--- src/rtl/ps2_mouse_accumulator.sv ---
// Accumulates PS/2 packet motion with saturation and emits clamped 9-bit deltas plus buttons
// once per SAMPLE_DIV cycles; packets need 2 cycles to reach the accumulators, with no stall.
module ps2_mouse_accumulator #(
  parameter int SAMPLE_DIV = 1000000,
  parameter bit INVERT_Y   = 1'b1
) (
  input  logic        clk_sys,
  input  logic        reset,
  input  logic [24:0] ps2_mouse,
  output logic [8:0]  mouse_x,
  output logic [8:0]  mouse_y,
  output logic        mouse_left,
  output logic        mouse_right,
  output logic        mouse_middle,
  output logic        input_pulse
);

  localparam int TW = $clog2(SAMPLE_DIV);
  localparam logic [TW-1:0] TMR_LAST = TW'(SAMPLE_DIV - 1);

  function automatic logic signed [8:0] decode_axis(input logic [7:0] mag, input logic sign,
                                                    input logic ovf);
    if (ovf) return sign ? 9'sh100 : 9'sd255;
    return {sign, mag};
  endfunction

  // -(-256) is not representable in 9 bits, so it pins to the positive limit.
  function automatic logic signed [8:0] negate9(input logic signed [8:0] v);
    if (v == 9'sh100) return 9'sd255;
    return -v;
  endfunction

  function automatic logic signed [13:0] sx12(input logic signed [11:0] v);
    return {{2{v[11]}}, v};
  endfunction

  function automatic logic signed [13:0] sx9(input logic signed [8:0] v);
    return {{5{v[8]}}, v};
  endfunction

  function automatic logic signed [11:0] sat12(input logic signed [13:0] v);
    if (v > 14'sd2047) return 12'sd2047;
    if (v < -14'sd2048) return 12'sh800;
    return v[11:0];
  endfunction

  function automatic logic signed [8:0] clamp9(input logic signed [11:0] v);
    if (v > 12'sd255) return 9'sd255;
    if (v < -12'sd256) return 9'sh100;
    return v[8:0];
  endfunction

  logic                 tgl_ref_q, tgl_ref_d;
  logic                 dec_vld_q, dec_vld_d;
  logic signed [8:0]    dec_dx_q, dec_dx_d;
  logic signed [8:0]    dec_dy_q, dec_dy_d;
  logic [2:0]           dec_btn_q, dec_btn_d;
  logic signed [11:0]   acc_x_q, acc_x_d;
  logic signed [11:0]   acc_y_q, acc_y_d;
  logic [TW-1:0]        tmr_q, tmr_d;
  logic [2:0]           btn_q, btn_d;
  logic [2:0]           last_btn_q, last_btn_d;
  logic signed [8:0]    mouse_x_q, mouse_x_d;
  logic signed [8:0]    mouse_y_q, mouse_y_d;
  logic                 pulse_q, pulse_d;

  logic                 pkt_det;
  logic                 tmr_tc;
  logic                 emit;
  logic signed [8:0]    raw_y;
  logic signed [8:0]    emit_x, emit_y;
  logic signed [13:0]   sum_x, sum_y;
  logic                 unused_sync_bit;

  // Status bit 3 is the PS/2 always-one framing bit and carries no information.
  assign unused_sync_bit = ps2_mouse[3];

  always_comb begin
    pkt_det   = ps2_mouse[24] ^ tgl_ref_q;
    tgl_ref_d = ps2_mouse[24];

    dec_vld_d = pkt_det;
    dec_dx_d  = decode_axis(ps2_mouse[15:8], ps2_mouse[4], ps2_mouse[6]);
    raw_y     = decode_axis(ps2_mouse[23:16], ps2_mouse[5], ps2_mouse[7]);
    dec_dy_d  = INVERT_Y ? negate9(raw_y) : raw_y;
    dec_btn_d = ps2_mouse[2:0];

    tmr_tc = (tmr_q == TMR_LAST);
    tmr_d  = tmr_tc ? '0 : tmr_q + 1'b1;

    emit   = tmr_tc && ((acc_x_q != 12'sd0) || (acc_y_q != 12'sd0) || (btn_q != last_btn_q));
    emit_x = clamp9(acc_x_q);
    emit_y = clamp9(acc_y_q);

    // The emitted share leaves the pre-add accumulator; a same-cycle packet lands on the remainder.
    sum_x = sx12(acc_x_q) - (emit ? sx9(emit_x) : 14'sd0) + (dec_vld_q ? sx9(dec_dx_q) : 14'sd0);
    sum_y = sx12(acc_y_q) - (emit ? sx9(emit_y) : 14'sd0) + (dec_vld_q ? sx9(dec_dy_q) : 14'sd0);
    acc_x_d = sat12(sum_x);
    acc_y_d = sat12(sum_y);

    btn_d      = dec_vld_q ? dec_btn_q : btn_q;
    last_btn_d = emit ? btn_q : last_btn_q;
    mouse_x_d  = emit ? emit_x : mouse_x_q;
    mouse_y_d  = emit ? emit_y : mouse_y_q;
    pulse_d    = pulse_q ^ emit;
  end

  always_ff @(posedge clk_sys) begin
    if (reset) begin
      // Tracking the live toggle through reset hides any packet that arrives meanwhile.
      tgl_ref_q  <= ps2_mouse[24];
      dec_vld_q  <= 1'b0;
      dec_dx_q   <= '0;
      dec_dy_q   <= '0;
      dec_btn_q  <= '0;
      acc_x_q    <= '0;
      acc_y_q    <= '0;
      tmr_q      <= '0;
      btn_q      <= '0;
      last_btn_q <= '0;
      mouse_x_q  <= '0;
      mouse_y_q  <= '0;
      pulse_q    <= 1'b0;
    end else begin
      tgl_ref_q  <= tgl_ref_d;
      dec_vld_q  <= dec_vld_d;
      dec_dx_q   <= dec_dx_d;
      dec_dy_q   <= dec_dy_d;
      dec_btn_q  <= dec_btn_d;
      acc_x_q    <= acc_x_d;
      acc_y_q    <= acc_y_d;
      tmr_q      <= tmr_d;
      btn_q      <= btn_d;
      last_btn_q <= last_btn_d;
      mouse_x_q  <= mouse_x_d;
      mouse_y_q  <= mouse_y_d;
      pulse_q    <= pulse_d;
    end
  end

  assign mouse_x      = mouse_x_q;
  assign mouse_y      = mouse_y_q;
  assign mouse_left   = btn_q[0];
  assign mouse_right  = btn_q[1];
  assign mouse_middle = btn_q[2];
  assign input_pulse  = pulse_q;

endmodule

--- config.mk ---
export PLATFORM = sky130hd
export DESIGN_NAME = ps2_mouse_accumulator
export DESIGN_NICKNAME = d
export VERILOG_FILES = /design/src/rtl/ps2_mouse_accumulator.sv
export SDC_FILE = /design/constraint.sdc
export NUM_CORES = 1
export LEC_CHECK = 0
export BUFFER_PORTS_ARGS = -buffer_cell sky130_fd_sc_hd__buf_2
export CAP_MARGIN = 10
export CORE_AREA = 2 2 100 122
export CTS_BUF_LIST = sky130_fd_sc_hd__clkbuf_8
export CTS_CLUSTER_SIZE = 40
export DETAILED_ROUTE_END_ITERATION = 8
export DIE_AREA = 0 0 102 124
export GPL_TIMING_DRIVEN = 0
export PLACE_DENSITY = 0.72
export SLEW_MARGIN = 5
export SYNTH_ARGS = -nofsm -noshare
export SYNTH_HDL_FRONTEND = slang
export SYNTH_SLANG_ARGS = --single-unit
--- constraint.sdc ---
create_clock -name clk_sys -period 13.8 [get_ports clk_sys]
set_clock_uncertainty 0.2 [all_clocks]
set_input_delay 2.76 -clock clk_sys [delete_from_list [all_inputs] [get_ports clk_sys]]
set_output_delay 2.76 -clock clk_sys [all_outputs]
set_load 0.05 [all_outputs]
Word-level counts from Yosys, hierarchy flattened

Cells that the tools add are included.

Memories: 0
Latch bits: 0
Output and inout port bits: 22
Flip-flop bits (word level): 92
Memory bits (read-only): 0
Input bits: 27
Memory bits (writable): 0

Multiplexer cells: 43
Bitwise gates (word level): 2
Reductions and logical operators: 6
Div/mod/pow operators: 0
Eq/ne operators: 3
Shift-type cells: 0
Order comparisons: 8
$add $sub $neg: 6
Multipliers: 0

Operators by type and width:

| kind                                                          | number |
|---|---|
| 2-to-1 mux 9 bit                                              | 16 |
| 2-to-1 mux 12 bit                                             | 8 |
| 2-to-1 mux 14 bit                                             | 4 |
| adder 14 bit                                                  | 2 |
| > comparator 14 x 12 -> 1 bit (second input constant)         | 2 |
| less-than comparator 14 x 12 -> 1 bit (second input constant) | 2 |
| subtractor 12 x 14 -> 14 bit                                  | 2 |
| > comparator 12 x 9 -> 1 bit (second input constant)          | 2 |
| less-than comparator 12 x 9 -> 1 bit (second input constant)  | 2 |
| nonzero test 12 bit                                           | 2 |
| adder 20 x 1 -> 20 bit (second input constant)                | 1 |
| equality test 20 bit (second input constant)                  | 1 |
| 2-to-1 mux 1 bit                                              | 15 |
| equality test 9 bit (second input constant)                   | 1 |
| negation 9 bit                                                | 1 |
| != test 3 bit                                                 | 1 |
| logical OR 1 bit                                              | 2 |
| OR reduction 2 bit                                            | 1 |
| XOR 1 bit                                                     | 2 |
| logical AND 1 bit                                             | 1 |

Logic depth before layout (Yosys ltp)

Depth after elaboration: 13
Depth in mapped cells: 20

Least setup slack after synthesis

No wires, ideal clock.

Path kind: input to register
From: input port ps2_mouse[7]
To: register dec_dy_q[4]
Stages on the path: 10
Data required time: 13.472 ns
Library setup time: 0.128 ns
Slack: 9.300 ns
Arrival: 4.173 ns
Path buffers: 1
Cells stage by stage: clkbuf_1 -> nand2_1 -> o21ai_0 -> ha_1 -> and2_1 -> ha_1 -> inv_1 -> o21ai_0 -> a21oi_1 -> nor2_1

Longest elaborated chain between the ends: 5

RTL lines:

| element                                                | line | text |
|---|---|---|
| start: declaration                                     | 9    | `input logic [24:0] ps2_mouse,` |
| 2-to-1 mux 1 bit *                                     | 23   | `if (ovf) return sign ? 9'sh100 : 9'sd255;` |
| 2-to-1 mux 9 bit *                                     | 24   | `return {sign, mag};` |
| branches (longest 2 deep; another with negation 9 bit) | n/a  |  |
| 2-to-1 mux 9 bit *                                     | 30   | `return -v;` |
| end signal: assignment                                 | 128  | `dec_dy_q <= dec_dy_d;` |
| end: declaration                                       | 56   | `logic signed [8:0] dec_dy_q, dec_dy_d;` |

Mark *: on every way between the ends.
A chain may end at the register's enable or synchronous reset.

Worst setup path in the final report

From: register acc_y_q[11]
To: register acc_x_q[4]

Longest elaborated chain between the ends: 12

RTL lines:

| element                               | line | text |
|---|---|---|
| start: declaration                    | 59   | `logic signed [11:0] acc_y_q, acc_y_d;` |
| start signal: assignment              | 131  | `acc_y_q <= acc_y_d;` |
| nonzero test 12 bit *                 | 91   | `emit = tmr_tc && ((acc_x_q != 12'sd0) \|\| (acc_y_q != 12'sd0) \|\| (btn_q != last_btn_q));` |
| logical OR 1 bit * (2 in series)      | 91   |  |
| logical AND 1 bit *                   | 91   |  |
| 2-to-1 mux 14 bit *                   | 96   | `sum_x = sx12(acc_x_q) - (emit ? sx9(emit_x) : 14'sd0) + (dec_vld_q ? sx9(dec_dx_q) : 14'sd0);` |
| subtractor 12 x 14 -> 14 bit *        | 96   |  |
| adder 14 bit *                        | 96   |  |
| less-than comparator 14 x 12 -> 1 bit | 43   | `if (v < -14'sd2048) return 12'sh800;` |
| 2-to-1 mux 1 bit (2 in series)        | 43   |  |
| 2-to-1 mux 12 bit                     | 44   | `return v[11:0];` |
| 2-to-1 mux 12 bit *                   | 43   |  |
| end signal: assignment                | 116  | `acc_x_q <= '0;` |
| end signal: assignment                | 130  | `acc_x_q <= acc_x_d;` |
| end: declaration                      | 58   | `logic signed [11:0] acc_x_q, acc_x_d;` |

Every way passes the cells marked *; elsewhere a longest branch is shown, timed or not. The select of a mux whose other input is x is not followed.

==> flow_summary.html <==
<table>
<tr><th>Metric</th><th>Value</th></tr>
<tr><th colspan="2">Power</th></tr>
<tr><td>Worst vdd rail ir drop</td><td>88.1 uV</td></tr>
<tr><td>PD cells</td><td>219 nW/um2</td></tr>
<tr><td>Net switching fraction of the power</td><td>46.6%</td></tr>
<tr><td>Switching power summed over all nets</td><td>0.632 mW</td></tr>
<tr><td>Reported leakage power</td><td>2.85 nW</td></tr>
<tr><td>Internal cell power</td><td>0.725 mW</td></tr>
<tr><td>Part of the power in combinational logic</td><td>62.1%</td></tr>
<tr><td>Reg power frac</td><td>25.9%</td></tr>
<tr><td>Clock power frac</td><td>12.0%</td></tr>
<tr><th colspan="2">Synth</th></tr>
<tr><td>Area contributors post-synth</td><td>dfxtp_1 (33%), fa_1 (8.6%), ha_1 (6.9%), inv_1 (5.9%), a21oi_1 (5.4%)</td></tr>
<tr><td>Synth Flop Type</td><td>dfxtp_1</td></tr>
<tr><td>Synthesized instance count</td><td>672</td></tr>
<tr><td>Post-synth top area share</td><td>32.8%</td></tr>
<tr><td>EDFF count, synth</td><td>0</td></tr>
<tr><td>Register area share after synthesis</td><td>32.8%</td></tr>
<tr><td>Synthesized area per cell</td><td>8.35 um2</td></tr>
<tr><td>Yosys warnings</td><td>0</td></tr>
<tr><td>Library cells used by synthesis</td><td>53</td></tr>
<tr><td>Synth Cell Area</td><td>5610 um2</td></tr>
<tr><td>Cell accounting for the most synthesized area</td><td>dfxtp_1</td></tr>
<tr><td>Net count of the mapped netlist</td><td>754</td></tr>
<tr><td>Synth Register Bits</td><td>92</td></tr>
<tr><td>Fraction of registers with async set/reset</td><td>0%</td></tr>
<tr><th colspan="2">Flow run</th></tr>
<tr><td>Number of max-cap violations</td><td>0</td></tr>
<tr><th colspan="2">Setup path</th></tr>
<tr><td>Startpoint of the lowest-slack register-to-register path</td><td>acc_y_q[11]$_SDFF_PP0_</td></tr>
<tr><td>Maximum fanout count along the critical path</td><td>10</td></tr>
<tr><td>Endpoint of the worst register-to-register path</td><td>acc_x_q[4]$_SDFF_PP0_</td></tr>
<tr><td>Worst reg-to-reg path cell count</td><td>18</td></tr>
<tr><td>Classification of the worst setup path</td><td>flop to flop</td></tr>
<tr><td>Worst Setup End Kind</td><td>flop</td></tr>
<tr><td>Start point of the critical path</td><td>acc_y_q[11]$_SDFF_PP0_</td></tr>
<tr><td>Reg-to-reg setup timing slack</td><td>8500 ps</td></tr>
<tr><td>Kind of launch point of the worst setup path</td><td>flop</td></tr>
<tr><td>Capture point of the critical path</td><td>acc_x_q[4]$_SDFF_PP0_</td></tr>
<tr><td>Arrival time reported for the critical path endpoint</td><td>5330 ps</td></tr>
<tr><td>Critical path data required time</td><td>13830 ps</td></tr>
<tr><th colspan="2">STA</th></tr>
<tr><td>Setup Viol. Count Final</td><td>0</td></tr>
<tr><td>Final Critical Period</td><td>5300 ps</td></tr>
<tr><td>Setup repair after global routing missed its margin</td><td>false</td></tr>
<tr><td>Transition at the pin with the smallest max-transition slack</td><td>689 ps</td></tr>
<tr><td>Remaining max-slew budget at the tightest pin</td><td>53.9%</td></tr>
<tr><td>Fin crit share</td><td>38.4%</td></tr>
<tr><td>Final hold violations</td><td>0</td></tr>
<tr><td>Final-report max-slew violation count</td><td>0</td></tr>
<tr><td>Highest clock frequency the design can meet</td><td>189 MHz</td></tr>
<tr><td>Setup TNS</td><td>0 ps</td></tr>
<tr><th colspan="2">Clocking</th></tr>
<tr><td>Buffer depth of the longest clock path</td><td>2</td></tr>
<tr><td>Sinks on the clock net</td><td>92</td></tr>
<tr><td>Post-CTS Repair Setup Buffers</td><td>0</td></tr>
<tr><td>Number of buffers created by CTS</td><td>9</td></tr>
<tr><td>Hold Buf Count CTS</td><td>0</td></tr>
<tr><td>Worst-Skew Late Latency</td><td>360 ps</td></tr>
<tr><td>Count of cells resized by post-cts repair</td><td>0</td></tr>
<tr><td>Clock tree root buffer cell</td><td>clkbuf_8</td></tr>
<tr><td>CTS HTree Levels</td><td>3</td></tr>
<tr><td>TritonCTS clock tree</td><td>built</td></tr>
<tr><td>Clock Pin Slew Worst Setup and Hold Paths</td><td>90 ps</td></tr>
<tr><th colspan="2">Final layout</th></tr>
<tr><td>Area delta synth-&gt;final</td><td>10.7%</td></tr>
<tr><td>Share of layout cells above drive strength 1</td><td>11.7%</td></tr>
<tr><td>Antenna Diode Count</td><td>0</td></tr>
<tr><td>Design Area, Final</td><td>6210 um2</td></tr>
<tr><td>Layout fillers</td><td>1104</td></tr>
<tr><td>Final nets</td><td>810</td></tr>
<tr><th colspan="2">Routing</th></tr>
<tr><td>Number of DRC violations after detailed routing</td><td>0</td></tr>
<tr><td>Average wire per cell in the routed design</td><td>14.5 um</td></tr>
<tr><td>Total number of vias</td><td>4696</td></tr>
<tr><td>WL final</td><td>12900 um</td></tr>
<tr><td>Length of the first detailed-routing pass in iterations</td><td>5</td></tr>
<tr><td>Via density per instance</td><td>5.28</td></tr>
<tr><td>DRC marker count from the first detailed-route iteration</td><td>225</td></tr>
<tr><td>Remaining antenna violation count</td><td>0</td></tr>
<tr><th colspan="2">Outcome</th></tr>
<tr><td>Outcome</td><td>completed</td></tr>
<tr><th colspan="2">Floorplanning</th></tr>
<tr><td>Core footprint</td><td>11400 um2</td></tr>
<tr><td>DIE WIDTH</td><td>102 um</td></tr>
<tr><td>IO Pins</td><td>49</td></tr>
<tr><td>Rows</td><td>43</td></tr>
<tr><td>Height of the die</td><td>124 um</td></tr>
<tr><td>Die Footprint</td><td>12600 um2</td></tr>
<tr><td>Initial core utilization</td><td>49.2%</td></tr>
<tr><th colspan="2">Global route</th></tr>
<tr><td>Total global-route track usage</td><td>21.8%</td></tr>
<tr><td>Grt total ovfl</td><td>0</td></tr>
<tr><td>Global-route wire length before repair</td><td>21900 um</td></tr>
<tr><td>Maximum number of pins on one net before global-route repair</td><td>16</td></tr>
<tr><td>Antenna violations before repair</td><td>0</td></tr>
<tr><td>Number of global-route vias before repair</td><td>4715</td></tr>
<tr><th colspan="2">Placed design</th></tr>
<tr><td>Post-Place Cell Area</td><td>6030 um2</td></tr>
<tr><td>Number of buffers inserted by port buffering</td><td>45</td></tr>
<tr><td>Placed wire-length estimate</td><td>10300 um</td></tr>
<tr><td>RD Place Congestion</td><td>0.855</td></tr>
<tr><th colspan="2">Hold path</th></tr>
<tr><td>Hold Path Class</td><td>flop to flop</td></tr>
</table>
## cell usage in the layout (no fill, tap or decap), drive strengths merged, types with 7 or more instances in the layout
| cell | netlist | layout |
|---|---|---|
| buf | 9 | 54 |
| o21ai | 36 | 36 |
| xor2 | 22 | 22 |
| nand2 | 56 | 56 |
| fa | 24 | 24 |
| ha | 31 | 31 |
| a21oi | 62 | 62 |
| dfxtp | 92 | 92 |
| mux2i | 7 | 7 |
| nor2 | 52 | 52 |
| and2 | 7 | 7 |
| nand2b | 19 | 19 |
| nor2b | 14 | 14 |
| clkbuf | 14 | 24 |
| a21o | 7 | 7 |
| inv | 88 | 88 |
| o31ai | 21 | 21 |
| xnor2 | 20 | 20 |
| nand3 | 24 | 24 |
| and3 | 12 | 12 |
## sequential cells by signal, indices dropped and copies added (netlist names)
register     flops
acc_x_q         12
acc_y_q         12
btn_q            3
dec_btn_q        3
dec_dx_q         9
dec_dy_q         9
dec_vld_q        1
input_pulse      1
last_btn_q       3
mouse_x          9
mouse_y          9
tgl_ref_q        1
tmr_q           20
## cell type report
cell class | count | area, um2 | area share, %
repair buffers | 45 | 225 | 3.63
well taps | 157 | 196 | 3.16
flip-flops and latches | 92 | 1840 | 29.7
plain buffers | 23 | 100 | 1.61
multi-input cells | 469 | 3340 | 53.8
clock inverters | 6 | 40.0 | 0.645
inverters | 88 | 330 | 5.32
clock buffers | 10 | 138 | 2.22
## cells in the mapped netlist (all sizes together) (2+ instances only)
| cell | n |
|---|---|
| dfxtp | 92 |
| inv | 88 |
| a21oi | 62 |
| nand2 | 56 |
| nor2 | 52 |
| o21ai | 36 |
| ha | 31 |
| fa | 24 |
| nand3 | 24 |
| xor2 | 22 |
| o31ai | 21 |
| xnor2 | 20 |
| nand2b | 19 |
| clkbuf | 14 |
| nor2b | 14 |
| and3 | 12 |
| buf | 9 |
| a21o | 7 |
| and2 | 7 |
| mux2i | 7 |
| nand4 | 6 |
| nor3 | 6 |
| nor4 | 6 |
| o211ai | 5 |
| a31oi | 3 |
| or3 | 3 |
| a211oi | 2 |
| a21boi | 2 |
| a221o | 2 |
| a221oi | 2 |
| mux2 | 2 |
| o21a | 2 |
| o311ai | 2 |
## power groups by stage
stage               logic (mW)  registers [mW]  clock network, mW
floorplan                0.664           0.346                  0
global placement         0.812           0.356                  0
detailed placement       0.833           0.357                  0
CTS                      0.839           0.351              0.165
global route             0.954           0.357              0.174
finish                   0.842           0.352              0.163
## worst min path at each step
stage | startpoint | end | slack (ps) | cells after the start
after floorplan | tmr_q[0]$_SDFF_PP0_ | tmr_q[0]$_SDFF_PP0_ | 230 | 1
after global routing | mouse_x[6]$_SDFFE_PP0P_ | mouse_x[6]$_SDFFE_PP0P_ | 280 | 2
after CTS | mouse_x[6]$_SDFFE_PP0P_ | mouse_x[6]$_SDFFE_PP0P_ | 260 | 2
final | mouse_x[6]$_SDFFE_PP0P_ | mouse_x[6]$_SDFFE_PP0P_ | 260 | 2
after global placement | tmr_q[0]$_SDFF_PP0_ | tmr_q[0]$_SDFF_PP0_ | 240 | 1
after detailed placement | mouse_y[1]$_SDFFE_PP0P_ | mouse_y[1]$_SDFFE_PP0P_ | 250 | 2
## cell families (layout without fill, tap and decap cells)
family	count (synthesis)	count (layout)	share of synthesized area, %
AOI/OAI and AO/OA	151	151	16.8
xor gates and xnor gates	42	42	6.56
adders and majority gates	55	55	15.5
buffers and inverters	111	172	7.67
DFF	92	92	32.8
muxes	9	9	1.65
and+or+nand+nor	212	212	19.1
## stage by stage
step                      cells  utilization [%]  power, mW  hold WS [ps]  setup WS, ps
after floorplan             672                -       1.01           230          9300
after global placement      874             52.9       1.17           242          8720
after detailed placement    874             52.9       1.19           250          8590
after CTS                   890             54.5       1.35           264          8570
after global routing        890             54.5       1.49           284          8230
final                       890             54.5       1.36           260          8500
## worst max-delay path, stage by stage, from the launching register on
cell and delay (ps):
dfxtp_1 380, nor4_1 330, nand4_1 170, or4_1 580, nor4b_4 180, a21boi_4 190, o21ai_1 150, inv_1 90
fa_1 520, inv_1 40, ha_1 360, a21o_1 190, a21oi_2 180, a21oi_1 90, a211oi_1 470, o221ai_1 340
a31oi_1 310, buf_2 280, o31ai_1 110
## routing by layer
metal | wire length [um] | track usage (%) | vias up
met5 | 0 | 0 | -
met4 | 186 | 6.42 | 0
met3 | 630 | 3.82 | 15
met2 | 6460 | 38.8 | 108
met1 | 5650 | 26.9 | 2198
li1 | - | - | 2375
No activity file was read; power rests on OpenSTA's default activity.
